[config.mk]
export PLATFORM = sky130hd
export DESIGN_NAME = hazard_ctrl
export DESIGN_NICKNAME = d
export VERILOG_FILES = /design/src/rtl/hazard_ctrl_pkg.sv /design/src/rtl/hazard_ctrl_md_seq.sv /design/src/rtl/hazard_ctrl.sv
export SDC_FILE = /design/constraint.sdc
export NUM_CORES = 1
export LEC_CHECK = 0
export CORE_ASPECT_RATIO = 1.25
export CORE_MARGIN = 2
export CORE_UTILIZATION = 28
export DETAILED_ROUTE_END_ITERATION = 10
export PLACE_DENSITY = 0.88
export SLEW_MARGIN = 5
export SYNTH_ARGS = -nofsm -noshare
export SYNTH_HDL_FRONTEND = slang
export SYNTH_SLANG_ARGS = --single-unit
[constraint.sdc]
create_clock -name vclk -period 1.6
set_input_delay 0.16 -clock vclk [all_inputs]
set_output_delay 0.16 -clock vclk [all_outputs]
set_load 0.01 [all_outputs]
[src/rtl/hazard_ctrl_pkg.sv]
// Shared core definitions for the hazard/sequencing controller:
// forwarding-select codes, the load encoding of ResultSrc, and the
// multiply/divide sequencer state type.
package hazard_ctrl_pkg;

  localparam logic [1:0] FWD_RF = 2'b00;  // operand from register file
  localparam logic [1:0] FWD_W  = 2'b01;  // operand from ResultW
  localparam logic [1:0] FWD_M  = 2'b10;  // operand from ALUResultM

  localparam logic [1:0] RESULT_SRC_LOAD = 2'b01;

  typedef enum logic {
    IDLE = 1'b0,
    BUSY = 1'b1
  } md_state_t;

endpackage

[src/rtl/hazard_ctrl_md_seq.sv]
// Multiply/divide sequencer: launches the unit on the first Execute cycle
// of a mul/div op and holds the pipeline front until the result pulse.
// Present only when MULDIV_EN is defined.
`ifdef MULDIV_EN
module md_seq
  import hazard_ctrl_pkg::*;
(
  input  logic clk,
  input  logic reset,
  input  logic mul_div,
  input  logic md_done,
  output logic md_start,
  output logic md_busy,
  output logic md_stall
);

  md_state_t state, state_next;

  // State register; reset aborts any operation in flight.
  always_ff @(posedge clk or posedge reset) begin
    if (reset) state <= IDLE;
    else       state <= state_next;
  end

  // Next state, start pulse and stall request.
  always_comb begin
    state_next = state;
    md_start   = 1'b0;
    md_stall   = 1'b0;
    unique case (state)
      IDLE: begin
        // md_done here is a stray pulse and is ignored.
        if (mul_div) begin
          md_start   = 1'b1;
          md_stall   = 1'b1;
          state_next = BUSY;
        end
      end
      BUSY: begin
        // Stall drops in the done cycle so the result advances at the
        // next edge and the following op enters Execute in IDLE.
        if (md_done) state_next = IDLE;
        else         md_stall   = 1'b1;
      end
      default: state_next = IDLE;
    endcase
  end

  assign md_busy = (state == BUSY);

endmodule
`endif

[src/rtl/hazard_ctrl.sv]
// Pipeline hazard controller for the five-stage RV32 core: execute-stage
// forwarding selects, load-use stall, control-transfer flush, and the
// optional multiply/divide sequencer (compiled in with MULDIV_EN).
module hazard_ctrl
  import hazard_ctrl_pkg::*;
(
  input  logic       clk,
  input  logic       reset,
  input  logic [4:0] Rs1D,
  input  logic [4:0] Rs2D,
  input  logic [4:0] Rs1E,
  input  logic [4:0] Rs2E,
  input  logic [4:0] RDE,
  input  logic [4:0] RDM,
  input  logic [4:0] RDW,
  input  logic       RegWriteM,
  input  logic       RegWriteW,
  input  logic [1:0] ResultSrcE,
  input  logic       PCSrcE,
  input  logic       MulDivE,
  input  logic       MdDone,
  output logic [1:0] ForwardAE,
  output logic [1:0] ForwardBE,
  output logic       StallF,
  output logic       StallD,
  output logic       StallE,
  output logic       FlushD,
  output logic       FlushE,
  output logic       FlushM,
  output logic       MdStart,
  output logic       MdBusy
);

  logic lw_stall;
  logic md_stall;

  // Operand forwarding; the younger Memory-stage result wins over Writeback.
  always_comb begin
    ForwardAE = FWD_RF;
    ForwardBE = FWD_RF;
    if (RegWriteM && (RDM != 5'd0) && (RDM == Rs1E))      ForwardAE = FWD_M;
    else if (RegWriteW && (RDW != 5'd0) && (RDW == Rs1E)) ForwardAE = FWD_W;
    if (RegWriteM && (RDM != 5'd0) && (RDM == Rs2E))      ForwardBE = FWD_M;
    else if (RegWriteW && (RDW != 5'd0) && (RDW == Rs2E)) ForwardBE = FWD_W;
  end

  assign lw_stall = (ResultSrcE == RESULT_SRC_LOAD) && (RDE != 5'd0) &&
                    ((RDE == Rs1D) || (RDE == Rs2D));

`ifdef MULDIV_EN
  md_seq u_md_seq (
    .clk      (clk),
    .reset    (reset),
    .mul_div  (MulDivE),
    .md_done  (MdDone),
    .md_start (MdStart),
    .md_busy  (MdBusy),
    .md_stall (md_stall)
  );
`else
  // No sequencer: mul/div ops flow through Execute like any other op.
  logic unused_md;
  assign unused_md = ^{clk, reset, MulDivE, MdDone};
  assign md_stall  = 1'b0;
  assign MdStart   = 1'b0;
  assign MdBusy    = 1'b0;
`endif

  // Stall/flush combination; the load-use bubble is only injected into
  // ID-EX while Execute is advancing, otherwise it would erase the held op.
  always_comb begin
    StallF = lw_stall || md_stall;
    StallD = lw_stall || md_stall;
    StallE = md_stall;
    FlushD = PCSrcE;
    FlushE = (lw_stall && !md_stall) || PCSrcE;
    FlushM = md_stall;
  end

endmodule

==> metrics.txt, run 1 <==
status finished with violations; failing checks setup timing; Crit Path Max Fanout 2; Inst Count DP 136; FMAX 603.1 MHz; Hold Crit Depth 5; Detailed Route Iter0 Violations 7; gp weighted congestion 0.7870; layout cells sized above 1 0.4215; routed wire length 1886 um; num rows 16; Die W 40.32 um; max cap viols 0; final sequential cell count 0; synthesized cell area 461.7 um^2; CORE AREA 1562 um^2; worst path arrival time ~1.5 ns; drt via density 4.878; Post-DP HPWL 1543 um; Syn Inst Count 60; Synth Area per Inst a little under 8 um^2; Tmin final 1.658 ns; Overflow after GRT 0; global-route wire length before repair 2911 um; unrepaired setup endpoints after global routing true; YS warnings 0; Leak 0.4957 nW; antenna-violating nets left 0; Final Non-Filler Cells approximately 140; Final WS setup -0.05824 ns; min-delay src Rs1E[3]; Worst setup SP type input pin; Nets between 150 and 200; Area after DPL 1028 um^2; fin util 0.6835; critical path, cell by cell buf_6 -> buf_6 -> xor2_1 -> or4_4 -> nor4_2 -> buf_2; DRT Pass-1 Iters 4; number of global-route vias before repair between 700 and 800; Slew Limit Fails 0; Final Cycle Share 1.036; CP endpoint kind primary output; overall die height 49.40 um; CP Class input pin to primary output; Slowest cell on crit path or4_4; initial antenna violation count 0; WHS 0.8451 ns; initial core utilization 0.2957; PwrDens about 240 nW/um^2; All-Layer GR Usage 0.2053; FF+latch area 0 um^2; ranking of synthesized cells by area xor2_1 46%, xnor2_1 11%, buf_4 9.8%, or4_1 8.1%, nor4_2 5.4%; crit-path max cell delay 0.55 ns; Post-CTS Hold Buffers 0; Port Buf Inserts 48; Req. time, crit path 1.44 ns; routed len/inst 13.57 um; Finished Cell Area 1067 um^2; # DRC 0; Area Overhead vs Synth 131.2%; # diodes 0; hold endpoint ForwardAE[1]; Die ar. 1992 um^2; leading area contributor after synthesis xor2_1; routed vias approximately 680; Synth cell types 15; peak supply drop 0.1238 mV; Critical Path Most Common Cell buf_6; IO Pins 56; largest net degree at the start of global routing 4; clock buf count 0; post-synthesis sequential area ratio 0; worst min path class input pin to primary output; Final Hold Vio Count 0; Yosys top cell area share 0.4553; Final setup viols 3
[cells in the mapped netlist]
master / number
xor2_1: 24
nand3_1: 2
nor2_1: 3
o21ai_2: 1
or4_1: 5
nor3_1: 2
buf_4: 6
a22oi_1: 1
o41ai_1: 1
xnor2_1: 6
nor4_1: 3
conb_1: 1
o21ai_1: 1
inv_1: 2
nor4_2: 2
[metrics by stage]
| stage | setup TNS (ns) | setup slack (ns) | power, mW |
|---|---|---|---|
| after global placement | -4.674 | -0.7590 | 0.2440 |
| final | -0.09485 | -0.05824 | 0.2550 |
| after global routing | -0.2413 | -0.09022 | 0.2741 |
| after floorplan | 0 | 0.1362 | 0.08633 |
| after detailed placement | -4.878 | -0.7840 | 0.2484 |
| after CTS | -0.07428 | -0.07428 | 0.2518 |
[logic make-up (layout without fill, tap and decap cells)]
family | count (synthesis) | count (layout) | share of synthesized area
compound gates | 4 | 4 | 0.06504
other cells | 1 | 4 | 0.008122
xor+xnor | 30 | 30 | 0.5691
buf+inv | 8 | 66 | 0.1138
simple gates | 17 | 17 | 0.2439
[worst max path at each step]
stage            from      endpoint  slack (ns)  depth (start not counted)
2_1_floorplan  RDM[1]  ForwardAE[0]        0.14                          4
3_3_place_gp   RDM[4]  ForwardBE[0]       -0.76                          6
3_5_place_dp   RDW[4]  ForwardAE[0]       -0.78                          6
4_1_cts        RDW[2]  ForwardAE[0]       -0.07                          6
5_1_grt        RDW[2]  ForwardAE[0]       -0.09                          6
6_report       RDW[2]  ForwardAE[0]       -0.06                          6
[metal layers]
layer  vias up  global-route usage  routed length, um
li1        322                   -                  -
met1       302              0.1841                560
met2        50              0.4153               1056
met3         4             0.03653                222
met4         0             0.04444                 46
met5         -                   0                  0
[critical path: cells and delay by family]
family | cells | cell delay, ns
buffers and inverters | 3 | 0.37
XOR/XNOR | 1 | 0.15
AND/OR/NAND/NOR | 2 | 0.82
[report_power, final]
| part | internal (mW) | leakage (nW) | switching, mW |
|---|---|---|---|
| Combinational | 0.142 | 0.496 | 0.113 |
| Clock | 0 | 0 | 0 |
| Sequential | 0 | 0 | 0 |
[layout by cell type (no fill, tap or decap)]
| cell type | Yosys | final |
|---|---|---|
| conb_1 | 1 | 4 |
| inv_1 | 2 | 2 |
| nand3_1 | 2 | 2 |
| nor2_4 | 0 | 1 |
| nor4_4 | 0 | 1 |
| nor2_1 | 3 | 2 |
| o21ai_2 | 1 | 1 |
| nor4_2 | 2 | 4 |
| o21ai_4 | 0 | 1 |
| nor3_2 | 0 | 2 |
| buf_2 | 0 | 14 |
| xnor2_1 | 6 | 6 |
| a22oi_2 | 0 | 1 |
| or4_4 | 0 | 5 |
| dlymetal6s2s_1 | 0 | 1 |
| clkdlybuf4s15_2 | 0 | 3 |
| o41ai_2 | 0 | 1 |
| clkdlybuf4s15_1 | 0 | 5 |
| dlygate4sd2_1 | 0 | 16 |
| xor2_1 | 24 | 24 |
| buf_4 | 6 | 13 |
| clkdlybuf4s50_1 | 0 | 8 |
| buf_6 | 0 | 4 |
[what timing repair did]
action	in CTS	in global routing
setup endpoints to repair	7	7
buffers inserted	3	0
pin swaps	18	4
gates resized for setup	115	3
[cell type report]
type	count	area [um^2]
fill	123	494.2
inverter	2	7.507
multi-input combinational	55	508.0
tap	18	22.52
timing repair buffer	64	529.3
Power figures use the tool's default switching activity.
==> run 2, diff against run 1 <==
--- a/config.mk
+++ b/config.mk
@@ -5,6 +5,8 @@
 export SDC_FILE = /design/constraint.sdc
 export NUM_CORES = 1
 export LEC_CHECK = 0
+export ABC_CLOCK_PERIOD_IN_PS = 1600
+export CAP_MARGIN = 10
 export CORE_ASPECT_RATIO = 1.25
 export CORE_MARGIN = 2
 export CORE_UTILIZATION = 28
==> results of run 2 <==
Final layout, timing and power as in run 1 (identical DEF).
==> run 3, diff against run 2 <==
--- a/config.mk
+++ b/config.mk
@@ -12,7 +12,6 @@
 export CORE_UTILIZATION = 28
 export DETAILED_ROUTE_END_ITERATION = 10
 export PLACE_DENSITY = 0.88
-export SLEW_MARGIN = 5
 export SYNTH_ARGS = -nofsm -noshare
 export SYNTH_HDL_FRONTEND = slang
 export SYNTH_SLANG_ARGS = --single-unit
==> results of run 3 <==
Final layout, timing and power as in run 1 (identical DEF).
